[src/rtl/hc595_pkg.sv]
// rtl/hc595_pkg.sv - gain codes, relay patterns, decode function and FSM states for the 74HC595 chain driver
package hc595_pkg;

    localparam logic [3:0] GAIN_X1   = 4'd0;
    localparam logic [3:0] GAIN_X2   = 4'd1;
    localparam logic [3:0] GAIN_X5   = 4'd2;
    localparam logic [3:0] GAIN_X10  = 4'd3;
    localparam logic [3:0] GAIN_X20  = 4'd4;
    localparam logic [3:0] GAIN_X50  = 4'd5;
    localparam logic [3:0] GAIN_X100 = 4'd6;

    localparam logic [7:0] PAT_X1   = 8'hFC;
    localparam logic [7:0] PAT_X2   = 8'h7D;
    localparam logic [7:0] PAT_X5   = 8'hBD;
    localparam logic [7:0] PAT_X10  = 8'hDD;
    localparam logic [7:0] PAT_X20  = 8'hDB;
    localparam logic [7:0] PAT_X50  = 8'hD7;
    localparam logic [7:0] PAT_X100 = 8'hCF;

    typedef enum logic [2:0] {
        ST_CLEAR,
        ST_IDLE,
        ST_LOAD,
        ST_SH_LO,
        ST_SH_HI,
        ST_LATCH,
        ST_DONE
    } state_t;

    // Unused codes fall back to the safe x1 setting.
    function automatic logic [7:0] gain2pat(input logic [3:0] code);
        logic [7:0] pat;
        case (code)
            GAIN_X1:   pat = PAT_X1;
            GAIN_X2:   pat = PAT_X2;
            GAIN_X5:   pat = PAT_X5;
            GAIN_X10:  pat = PAT_X10;
            GAIN_X20:  pat = PAT_X20;
            GAIN_X50:  pat = PAT_X50;
            GAIN_X100: pat = PAT_X100;
            default:   pat = PAT_X1;
        endcase
        return pat;
    endfunction

endpackage

[src/rtl/hc595_bit_timer.sv]
// rtl/hc595_bit_timer.sv - CLK_DIV down-counter giving the end-of-phase strobe for CLEAR/SH_LO/SH_HI/LATCH
module hc595_bit_timer #(
    parameter int CLK_DIV = 2
) (
    input  logic i_clk,
    input  logic i_rst_n,
    input  logic i_load,
    output logic o_end
);

    localparam int TW = $clog2(CLK_DIV + 1);

    logic [TW-1:0] cnt_q, cnt_d;

    always_comb begin
        cnt_d = cnt_q;
        if (i_load) begin
            cnt_d = TW'(CLK_DIV - 1);
        end else if (cnt_q != '0) begin
            cnt_d = cnt_q - TW'(1);
        end
    end

    // One extra count out of reset: the registered SRCLR_n still shows its
    // reset value in the first CLEAR cycle, so CLEAR runs CLK_DIV+1 cycles.
    always_ff @(posedge i_clk or negedge i_rst_n) begin
        if (!i_rst_n) begin
            cnt_q <= TW'(CLK_DIV);
        end else begin
            cnt_q <= cnt_d;
        end
    end

    assign o_end = (cnt_q == '0);

endmodule

[src/rtl/hc595_chain_ctrl.sv]
// rtl/hc595_chain_ctrl.sv - 74HC595 daisy-chain gain driver; HC595_AUTO_REFRESH_EN enables periodic idle refresh
module hc595_chain_ctrl
    import hc595_pkg::*;
#(
    parameter int NUM_CH         = 2,
    parameter int CLK_DIV        = 2,
    parameter int REFRESH_CYCLES = 1_000_000
) (
    input  logic                  i_clk,
    input  logic                  i_rst_n,
    input  logic [4*NUM_CH-1:0]   i_gain,
    input  logic                  i_force,
    output logic                  o_busy,
    output logic                  o_done,
    output logic                  o_SRCLR_n,
    output logic                  o_RCLK,
    output logic                  o_SER,
    output logic                  o_SRCLK
);

    localparam int CW = 8 * NUM_CH;
    localparam int BW = $clog2(CW);

    state_t          state_q, state_d;
    logic [CW-1:0]   frame;
    logic [CW-1:0]   shreg_q, shreg_d;
    logic [CW-1:0]   commit_q, commit_d;
    logic [BW-1:0]   bit_q, bit_d;
    logic            force_pend_q, force_pend_d;
    logic            tmr_load, tmr_end;
    logic            refresh_hit;
    logic            srclk_q, ser_q, rclk_q, srclr_n_q, busy_q, done_q;

    for (genvar ch = 0; ch < NUM_CH; ch++) begin : g_decode
        assign frame[8*ch +: 8] = gain2pat(i_gain[4*ch +: 4]);
    end

`ifdef HC595_AUTO_REFRESH_EN
    localparam int RW = (REFRESH_CYCLES > 1) ? $clog2(REFRESH_CYCLES) : 1;

    logic [RW-1:0] idle_cnt_q;

    always_ff @(posedge i_clk or negedge i_rst_n) begin
        if (!i_rst_n) begin
            idle_cnt_q <= '0;
        end else if (state_q == ST_IDLE && state_d == ST_IDLE) begin
            idle_cnt_q <= idle_cnt_q + RW'(1);
        end else begin
            idle_cnt_q <= '0;
        end
    end

    assign refresh_hit = (state_q == ST_IDLE) && (idle_cnt_q == RW'(REFRESH_CYCLES - 1));
`else
    // Refresh disabled; the parameter only keeps the interface uniform.
    assign refresh_hit = (REFRESH_CYCLES < 0);
`endif

    // Every timed phase begins with a state change, so that reloads the timer.
    assign tmr_load = (state_d != state_q);

    hc595_bit_timer #(
        .CLK_DIV (CLK_DIV)
    ) u_timer (
        .i_clk   (i_clk),
        .i_rst_n (i_rst_n),
        .i_load  (tmr_load),
        .o_end   (tmr_end)
    );

    always_comb begin
        state_d      = state_q;
        shreg_d      = shreg_q;
        commit_d     = commit_q;
        bit_d        = bit_q;
        force_pend_d = force_pend_q | (i_force && state_q != ST_IDLE);
        case (state_q)
            ST_CLEAR: begin
                if (tmr_end) state_d = ST_LOAD;
            end
            ST_IDLE: begin
                if (frame != commit_q || i_force || force_pend_q || refresh_hit) begin
                    state_d      = ST_LOAD;
                    force_pend_d = 1'b0;
                end
            end
            ST_LOAD: begin
                shreg_d  = frame;
                commit_d = frame;
                bit_d    = BW'(CW - 1);
                state_d  = ST_SH_LO;
            end
            ST_SH_LO: begin
                if (tmr_end) state_d = ST_SH_HI;
            end
            ST_SH_HI: begin
                if (tmr_end) begin
                    shreg_d = {shreg_q[CW-2:0], 1'b0};
                    if (bit_q == '0) begin
                        state_d = ST_LATCH;
                    end else begin
                        bit_d   = bit_q - BW'(1);
                        state_d = ST_SH_LO;
                    end
                end
            end
            ST_LATCH: begin
                if (tmr_end) state_d = ST_DONE;
            end
            ST_DONE: begin
                state_d = ST_IDLE;
            end
            default: begin
                state_d = ST_CLEAR;
            end
        endcase
    end

    always_ff @(posedge i_clk or negedge i_rst_n) begin
        if (!i_rst_n) begin
            state_q      <= ST_CLEAR;
            shreg_q      <= '0;
            commit_q     <= '0;
            bit_q        <= '0;
            force_pend_q <= 1'b0;
        end else begin
            state_q      <= state_d;
            shreg_q      <= shreg_d;
            commit_q     <= commit_d;
            bit_q        <= bit_d;
            force_pend_q <= force_pend_d;
        end
    end

    // Outputs are decoded from the next state so they line up with state_q.
    always_ff @(posedge i_clk or negedge i_rst_n) begin
        if (!i_rst_n) begin
            srclk_q   <= 1'b0;
            ser_q     <= 1'b0;
            rclk_q    <= 1'b0;
            srclr_n_q <= 1'b1;
            busy_q    <= 1'b0;
            done_q    <= 1'b0;
        end else begin
            srclk_q   <= (state_d == ST_SH_HI);
            ser_q     <= (state_d == ST_SH_LO || state_d == ST_SH_HI) && shreg_d[CW-1];
            rclk_q    <= (state_d == ST_LATCH);
            srclr_n_q <= (state_d != ST_CLEAR);
            busy_q    <= (state_d != ST_IDLE);
            done_q    <= (state_d == ST_DONE);
        end
    end

    assign o_SRCLK   = srclk_q;
    assign o_SER     = ser_q;
    assign o_RCLK    = rclk_q;
    assign o_SRCLR_n = srclr_n_q;
    assign o_busy    = busy_q;
    assign o_done    = done_q;

endmodule
[config.mk]
export PLATFORM = sky130hd
export DESIGN_NAME = hc595_chain_ctrl
export DESIGN_NICKNAME = d
export VERILOG_FILES = /design/src/rtl/hc595_pkg.sv /design/src/rtl/hc595_bit_timer.sv /design/src/rtl/hc595_chain_ctrl.sv
export SDC_FILE = /design/constraint.sdc
export NUM_CORES = 1
export LEC_CHECK = 0
export ABC_AREA = 1
export CORE_UTILIZATION = 30
export CTS_CLUSTER_SIZE = 8
export DETAILED_ROUTE_END_ITERATION = 12
export PLACE_DENSITY = 0.57
export SYNTH_ARGS = -nofsm -noshare
export SYNTH_HDL_FRONTEND = slang
export SYNTH_SLANG_ARGS = --single-unit
[constraint.sdc]
create_clock -name i_clk -period 1.8 [get_ports i_clk]
set_input_delay 0.36 -clock i_clk [delete_from_list [all_inputs] [get_ports i_clk]]
set_output_delay 0.36 -clock i_clk [all_outputs]
set_load 0.005 [all_outputs]
==> results of run 1 <==
## repair_timing
item	4_1_cts	5_1_grt
resized for setup	15	56
pin swaps	4	14
setup buffers	0	6
setup endpoints to repair	11	11
gates cloned	0	1
## registers in the layout, indices dropped and copies added, names as in the netlist
register / count
commit_q: 16
o_SER: 1
shreg_q: 16
force_pend_q: 1
o_busy: 1
state_q: 3
o_SRCLR_n: 1
o_done: 1
o_RCLK: 1
o_SRCLK: 1
bit_q: 4
u_timer.cnt_q: 2
## placed cells by master (no fill, tap or decap), types with 3 or more instances in the layout
master,n
sky130_fd_sc_hd__nor3_1,4
sky130_fd_sc_hd__nand2_1,67
sky130_fd_sc_hd__dfrtp_1,45
sky130_fd_sc_hd__clkdlybuf4s50_1,7
sky130_fd_sc_hd__o211ai_1,5
sky130_fd_sc_hd__clkbuf_2,8
sky130_fd_sc_hd__nand3_1,17
sky130_fd_sc_hd__nor2_2,8
sky130_fd_sc_hd__o21ai_1,3
sky130_fd_sc_hd__o221ai_1,11
sky130_fd_sc_hd__clkbuf_8,5
sky130_fd_sc_hd__nand3_2,3
sky130_fd_sc_hd__nand2_2,14
sky130_fd_sc_hd__a21oi_1,4
sky130_fd_sc_hd__o21ai_0,24
sky130_fd_sc_hd__buf_4,33
sky130_fd_sc_hd__nor2_4,10
sky130_fd_sc_hd__inv_1,48
sky130_fd_sc_hd__nor2_1,13
sky130_fd_sc_hd__inv_2,11
## per-layer routing
layer	part of all wire, %	wire [µm]
met1	47	2680
met2	48	2730
met3	3.5	198
met4	1.1	61
met5	0	0
## final cells by class
| class | instances | share of cell area (%) |
|---|---|---|
| well taps | 105 | 3.95 |
| repair buffers | 52 | 12.2 |
| inverters | 61 | 6.96 |
| clock buffers | 6 | 2.18 |
| multi-input cells | 203 | 37.4 |
| flip-flops and latches | 48 | 36.2 |
| clock inverters | 2 | 1.05 |
## final timing paths
check	end	cells past startpoint	slack, ns	start
min	shreg_q[5]$_DFFE_PN0P_	2	0.03	i_rst_n
min in group i_clk	shreg_q[11]$_DFFE_PN0P_	5	0.50	i_gain[5]
max reg2reg	o_SER$_DFF_PN0_	10	0.10	u_timer.cnt_q[1]$_DFFE_PN1P_
max	o_SER$_DFF_PN0_	10	0.10	u_timer.cnt_q[1]$_DFFE_PN1P_
min reg2reg	shreg_q[8]$_DFFE_PN0P_	2	0.52	shreg_q[8]$_DFFE_PN0P_
max in group asynchronous	o_SRCLR_n$_DFF_PN1_	2	1.49	i_rst_n
## per-stage QoR
step	setup TNS (ns)	worst slack [ns]	power, W	instance area (µm²)
2_1_floorplan	0	0.0334	0.00315	2520
3_3_place_gp	-4.10	-0.522	0.00390	3040
3_5_place_dp	-4.65	-0.573	0.00395	3040
6_report	0	0.100	0.00498	3330
4_1_cts	0	0.00405	0.00475	3150
5_1_grt	-0.0567	-0.0338	0.00545	3330
## critical path, stage by stage, from the launching register on
cell	delay (ns)
sky130_fd_sc_hd__dfstp_2	0.55
sky130_fd_sc_hd__inv_2	0.04
sky130_fd_sc_hd__ha_4	0.17
sky130_fd_sc_hd__buf_6	0.12
sky130_fd_sc_hd__nor2_4	0.08
sky130_fd_sc_hd__nor3_1	0.04
sky130_fd_sc_hd__o21ai_1	0.08
sky130_fd_sc_hd__o21a_1	0.17
sky130_fd_sc_hd__o21bai_4	0.16
sky130_fd_sc_hd__nand2_2	0.08
sky130_fd_sc_hd__a21oi_2	0.13
## power breakdown
part / leakage (nW) / total [W] / internal, W / switching (W)
clock: 0.0552 / 0.000786 / 0.000413 / 0.000373
sequential: 0.556 / 0.00178 / 0.00156 / 0.000220
combinational: 0.982 / 0.00242 / 0.00104 / 0.00138
total: 1.59 / 0.00498 / 0.00301 / 0.00198
## synthesized netlist by cell type
cell and count:
sky130_fd_sc_hd__a221oi_1 1, sky130_fd_sc_hd__nand2_2 7, sky130_fd_sc_hd__inv_2 6, sky130_fd_sc_hd__ha_1 2
sky130_fd_sc_hd__o21bai_2 1, sky130_fd_sc_hd__nor2_4 3, sky130_fd_sc_hd__o211ai_1 5, sky130_fd_sc_hd__nand3_1 18
sky130_fd_sc_hd__nor3_1 6, sky130_fd_sc_hd__o21bai_1 1, sky130_fd_sc_hd__o21ai_0 28, sky130_fd_sc_hd__buf_2 1
sky130_fd_sc_hd__nand4_1 1, sky130_fd_sc_hd__inv_1 54, sky130_fd_sc_hd__dfrtp_1 46, sky130_fd_sc_hd__nor2_1 17
sky130_fd_sc_hd__nand3_2 2, sky130_fd_sc_hd__a21oi_1 7, sky130_fd_sc_hd__o221ai_1 11, sky130_fd_sc_hd__nor2_8 1
sky130_fd_sc_hd__dfstp_2 2, sky130_fd_sc_hd__clkinv_1 1, sky130_fd_sc_hd__a22oi_1 1, sky130_fd_sc_hd__o21ai_2 1
sky130_fd_sc_hd__o21a_1 1, sky130_fd_sc_hd__nor2_2 10, sky130_fd_sc_hd__xor2_1 1, sky130_fd_sc_hd__nand3b_1 2
sky130_fd_sc_hd__nor3_2 1, sky130_fd_sc_hd__clkbuf_1 4, sky130_fd_sc_hd__nand2_1 74
## cells by family (layout without fill, tap and decap cells)
family | after synthesis | in the layout | synth area share (%)
xor gates and xnor gates | 1 | 1 | 0.348
AOI/OAI and AO/OA | 57 | 57 | 14.3
and+or+nand+nor | 142 | 143 | 26.7
DFF | 48 | 48 | 47.8
buffers and inverters | 66 | 121 | 9.88
adders and majority gates | 2 | 2 | 0.993
==> results.txt, run 1 <==
Averaged over all synthesized cells, the footprint is 7.97 µm². The clock drives 48 sinks. The sequential cell area was 1200 µm²; the total via count after detailed routing was 2177. The overall overflow remaining after global route was 0; the number of synthesized register bits was 48.

Detailed placement finished with a half-perimeter wire length of 4100 µm. After clock tree synthesis, the clock-pin slew on the worst setup and hold paths is 0.09 ns. Counting every net in the synthesized netlist gives 329. In the final layout, the multi-input gates occupy 1240 µm². The final layout contains 384 nets. Setup repair after global routing could not meet its margin everywhere.

In this run, post-CTS hold repair placed 0 buffers. The logs give 23.3% for the global routing usage on met2 and 0.30 ns for the clock latency at the later pin of the worst-skew pair. The critical path is of the reg -> reg type. The hold violation count in the final report is 0, and the worst-case hold slack is 0.0331 ns. Number of buffers inserted during clock tree synthesis: 5.

The share of synthesized area in the top cell type comes to 45.7%. For the data required time at the worst endpoint, the log shows 2.04 ns. TritonCTS built the clock tree.

The tools report the max-cap check violation count as 0. The worst setup path is launched from a flop. In this run the worst hold path is classified as in -> async. After detailed routing, the average wire length per cell comes to 11.9 µm. IR analysis of the VDD net gives a maximum drop of 0.000448 V.

Summed over all instances, the cell type with the most area after synthesis is sky130_fd_sc_hd__dfrtp_1. Power density normalized to cell area: 1500 nW/µm². The fmax came out at 588 MHz. 17 I/O pins were placed. Dividing the detail-routed via count by the number of cells gives 4.56.

The area added between synthesis and finish came out at 32.0%. Of the available clock period, the critical path in the final layout requires 94.4%. The tree is rooted in a sky130_fd_sc_hd__clkbuf_8. Setup violations remaining at the end of the flow were counted as 0. The run gives 0.799 as the global placer's final weighted congestion. The tools report the signal arrival time at the worst endpoint as 1.94 ns. In this run the remaining antenna-violating nets after routing total 0. The number of antenna repair diodes is 0. The slew at the pin closest to its max-slew limit was 0.385 ns; the effective utilization at floorplan was 30.8%. The count of placed standard cells including taps is 463. The tools report the number of placement rows as 33. The pin count of the biggest net entering global routing came out at 49. The flow ran to the end, and the final reports show no timing, DRC or antenna violations.

The layout cell share with drive strength beyond 1 works out to 30.9%. The tools report the number of buffers on the longest clock path as 2. The synthesized netlist contains 31 unique library cells.

For this run, the total global-route usage over all layers was measured as 14.1%. The length of the first detailed-routing pass in iterations is 5. The total of fill cells in the finished design was 822; the maximum net fanout on the critical path was 4.

For the floorplan core area, the log shows 8180 µm². In this run the cell area of the synthesized design comes to 2520 µm². The floorplan step defined a die boundary enclosing 8770 µm². Synthesis produced a netlist whose cell count is 316.

Width of the chip: 93.7 µm. The run gives 0 as the number of antenna violations at the first check in global routing. The run gives 0 as the DRC violations left. The sequential-to-total area share from yosys stat is 47.8%, and the count of buffers from port buffering is 16.

Once layout is complete, the utilization of the core stands at 40.7%. The die boundary height came out at 93.7 µm. For this design the static power due to leakage is 1.59 nW. After detailed routing, the total wire length is 5670 µm. Met3 demand-to-capacity share in global routing: 2.91%.

The tools report the type of destination of the critical path as a flop. After synthesis, the cell types taking the most area are sky130_fd_sc_hd__dfrtp_1, sky130_fd_sc_hd__nand2_1, sky130_fd_sc_hd__inv_1, sky130_fd_sc_hd__o21ai_0, sky130_fd_sc_hd__o221ai_1. The number of max-slew violations in the final report is 0, and the shortest clock period the worst path allows after layout is 1.70 ns.

The first global-routing pass estimated 9590 µm of wire. Final worst clock skew: 0.00606 ns. After global routing, the most crowded layer is met2. In this run the number of H-tree levels came out at 2.

The tools report the detailed router's first-iteration violation count as 121. Number of global-route vias before repair: 2099. Global routing used 18.3% of the available met1 tracks.

Measured against its own limit, the worst slew margin works out to 74.3%. The non-filler instance count after layout was 477. The total of warnings raised by yosys is 0.
Note: power is estimated with default switching activity, not from simulation.
==> inputs of run 2 (changes only) <==
--- a/config.mk
+++ b/config.mk
@@ -9,7 +9,7 @@
 export CORE_UTILIZATION = 30
 export CTS_CLUSTER_SIZE = 8
 export DETAILED_ROUTE_END_ITERATION = 12
-export PLACE_DENSITY = 0.57
+export PLACE_DENSITY = 0.55
 export SYNTH_ARGS = -nofsm -noshare
 export SYNTH_HDL_FRONTEND = slang
 export SYNTH_SLANG_ARGS = --single-unit
==> constraint.sdc (replaced) <==
create_clock -name i_clk -period 1.9 [get_ports i_clk]
set_input_delay 0.38 -clock i_clk [delete_from_list [all_inputs] [get_ports i_clk]]
set_output_delay 0.38 -clock i_clk [all_outputs]
set_load 0.005 [all_outputs]
==> results.txt, run 2 (same netlist as run 1, synthesis figures left out) <==
The flow ran to the end, and the final reports show no timing, DRC or antenna violations. The launch instance of the worst register-to-register path is u_timer.cnt_q[1]$_DFFE_PN1P_. Entering global routing, the biggest net connects 49 pins. The die is 93.7 µm tall.

In the final layout, the registers with the most flip-flops are commit_q: 16 flops, shreg_q: 16 flops, bit_q: 4 flops. For this design the ratio of total power to cell area is 1440 nW/µm². Tracing the worst setup path back leads to its startpoint at u_timer.cnt_q[1]$_DFFE_PN1P_. At the worst endpoint, the required time is 2.15 ns. The die is 93.7 µm wide.

Clock latency on the worst-skew pair, taken at its later pin, is 0.31 ns. After clock tree synthesis, the flow added hold-fix buffers numbering 0. The maximum net fanout on the critical path was 4. Derived from the worst setup path, the maximum achievable clock frequency is 566 MHz. The tools report the slack of the worst reg-to-reg path as 0.13 ns. The worst slew slack as a fraction of its limit is 67.5%, and the average wire per standard cell is 12.4 µm. After detailed routing, the number of vias per cell comes to 4.58. Most common cell after layout, fill and taps aside: sky130_fd_sc_hd__nand2_1.

Of the available clock period, the critical path in the final layout requires 93.0%. In the layout the commonest cells are sky130_fd_sc_hd__nand2_1, sky130_fd_sc_hd__inv_1, sky130_fd_sc_hd__dfrtp_1, sky130_fd_sc_hd__o21ai_0, sky130_fd_sc_hd__buf_4. The count of placed standard cells including taps is 455. Global-route layer with the greatest usage: met2. The run gives 3.48% as the met3 demand-to-capacity share in global routing. The tools report the number of antenna violations at the first check in global routing as 0.

The tools report the number of global-route vias before repair as 2068. The tools report the type of destination of the critical path as a flop. Once detailed placement completed, the half-perimeter wirelength came to 4220 µm. For this run, design rule violations remaining after detail routing come to 0. For the pin with the worst max-slew slack, the measured transition is 0.482 ns. The total overflow left after global routing is 0. For the floorplan core area, the log shows 8180 µm².

The critical path class is reg -> reg. Global routing consumed, on the met2 layer, 23.4% of the routing resources. The first detailed-routing pass ran for 4 iterations.

The number of max-slew violations in the final report was 0. Summing over every cut layer, the via total after detailed routing is 2123. The final layout contains 371 nets. The clock transition at the registers of the reported paths is 0.10 ns. The tightest min-delay check is of the in -> async type. The hold violation count in the final report was 0; the total of fill cells in the finished design was 870. The die covers 8770 µm². TritonCTS built the clock tree. Number of nets still failing antenna checks after routing: 0. The post-route netlist has 24.8% of its cells at a drive strength greater than 1.

The non-filler instance count after layout is 464, and the area added between synthesis and finish is 24.5%. For this configuration, the core starts out at a cell density of 30.8%. Summed over all layers, the routed wires come to 5750 µm. The worst setup path is launched from a flop.

For this design, the sink count on the clock tree is 48. Number of antenna repair diodes: 0. For the met1 track utilization from global routing, the log shows 18.5%. The count of final setup violators came out at 0. IR analysis of the VDD net gives a maximum drop of 0.000556 V. The clock tree synthesis step divided the H-tree into 2 levels.

Measured on the finished design, the core utilization comes to 38.4%. The terminus of the critical flop-to-flop path was o_SER$_DFF_PN0_. The signal arrival time at the worst endpoint came out at 2.02 ns. The tools report the I/O pin count as 17. The run gives 1.52 nW as the leakage power figure. Clock skew on the completed layout was measured at 0.00885 ns. The tool flagged a number of max-cap violations equal to 0. For this block, the initial DRC count from the detailed router was 64. The worst register-to-register path has a depth of 10.

The tools report the number of placement rows as 33. For the number of buffers inserted during clock tree synthesis, the log shows 5. At the end of routability-driven placement, the weighted congestion stood at 0.806.

The clock root buffer master was sky130_fd_sc_hd__clkbuf_8. The shortest clock period the worst path allows after layout is 1.77 ns. The first global-routing pass estimated 9550 µm of wire. The count of buffers from port buffering is 16, and the global-route total usage across every layer is 14.1%. Number of buffers on the longest clock path: 2.
==> run 2: cell types whose count changed in the layout (fill, tap and decap cells not counted), sizes merged <==
cell and delta:
buf -13, clkbuf -1, clkinvlp +1
==> run 2: how the worst max path moves through the flow <==
| stage | to | slack [ns] | cells past startpoint |
|---|---|---|---|
| finish | o_SER$_DFF_PN0_ | 0.13 | 10 |
| global route | o_SER$_DFF_PN0_ | -0.002 | 11 |
| CTS | shreg_q[15]$_DFF_PN0_ | 0.06 | 8 |
| detailed placement | u_timer.cnt_q[1]$_DFFE_PN1P_ | -0.51 | 12 |
| global placement | o_SER$_DFF_PN0_ | -0.46 | 12 |
| floorplan | o_SER$_DFF_PN0_ | 0.02 | 11 |
==> run 2: critical path, cell delays in order, from the launching register on <==
cell                       delay, ns
sky130_fd_sc_hd__dfstp_2        0.54
sky130_fd_sc_hd__inv_1          0.04
sky130_fd_sc_hd__ha_1           0.18
sky130_fd_sc_hd__buf_4          0.15
sky130_fd_sc_hd__a21oi_1        0.11
sky130_fd_sc_hd__nor3_1         0.06
sky130_fd_sc_hd__o21ai_0        0.08
sky130_fd_sc_hd__o21a_1         0.18
sky130_fd_sc_hd__o21bai_4       0.15
sky130_fd_sc_hd__nand2_1        0.09
sky130_fd_sc_hd__a21oi_2        0.13
==> run 2: timing repair <==
action | in CTS | in global routing
pin swaps | 3 | 5
resized for setup | 19 | 27
cloned | 0 | 1
setup buffers | 0 | 0
setup endpoints to repair | 7 | 9
==> run 2: power by group <==
group | switching [W] | leakage, nW | total [W] | internal, W
combinational | 0.00124 | 0.909 | 0.00208 | 0.000841
sequential | 0.000191 | 0.557 | 0.00166 | 0.00147
clock | 0.000368 | 0.0541 | 0.000758 | 0.000390
total | 0.00180 | 1.52 | 0.00450 | 0.00270
==> run 2: final cells by class <==
class / instances / area (µm²) / area share (%)
clock buffers: 5 / 68.8 / 2.19
clock inverters: 3 / 42.5 / 1.36
inverters: 61 / 229 / 7.30
multi-input cells: 203 / 1160 / 37.0
flip-flops and latches: 48 / 1200 / 38.4
well taps: 105 / 131 / 4.19
repair buffers: 39 / 300 / 9.57
==> run 2: metrics by stage <==
step                total power, W  setup WS [ns]  hold WS (ns)  setup TNS [ns]  instance area, µm²
floorplan                  0.00298         0.0200        0.0844               0                2520
global placement           0.00362         -0.457         0.394           -3.33                2970
detailed placement         0.00367         -0.512         0.393           -3.74                2970
CTS                        0.00449         0.0575        0.0532               0                3120
global route               0.00490       -0.00158        0.0669        -0.00158                3140
finish                     0.00450          0.133        0.0495               0                3140
==> run 2: per-layer routing <==
metal / wire (µm) / share of wire [%]
met2: 2780 / 48
met4: 65 / 1.1
met1: 2750 / 48
met3: 157 / 2.7
met5: 0 / 0
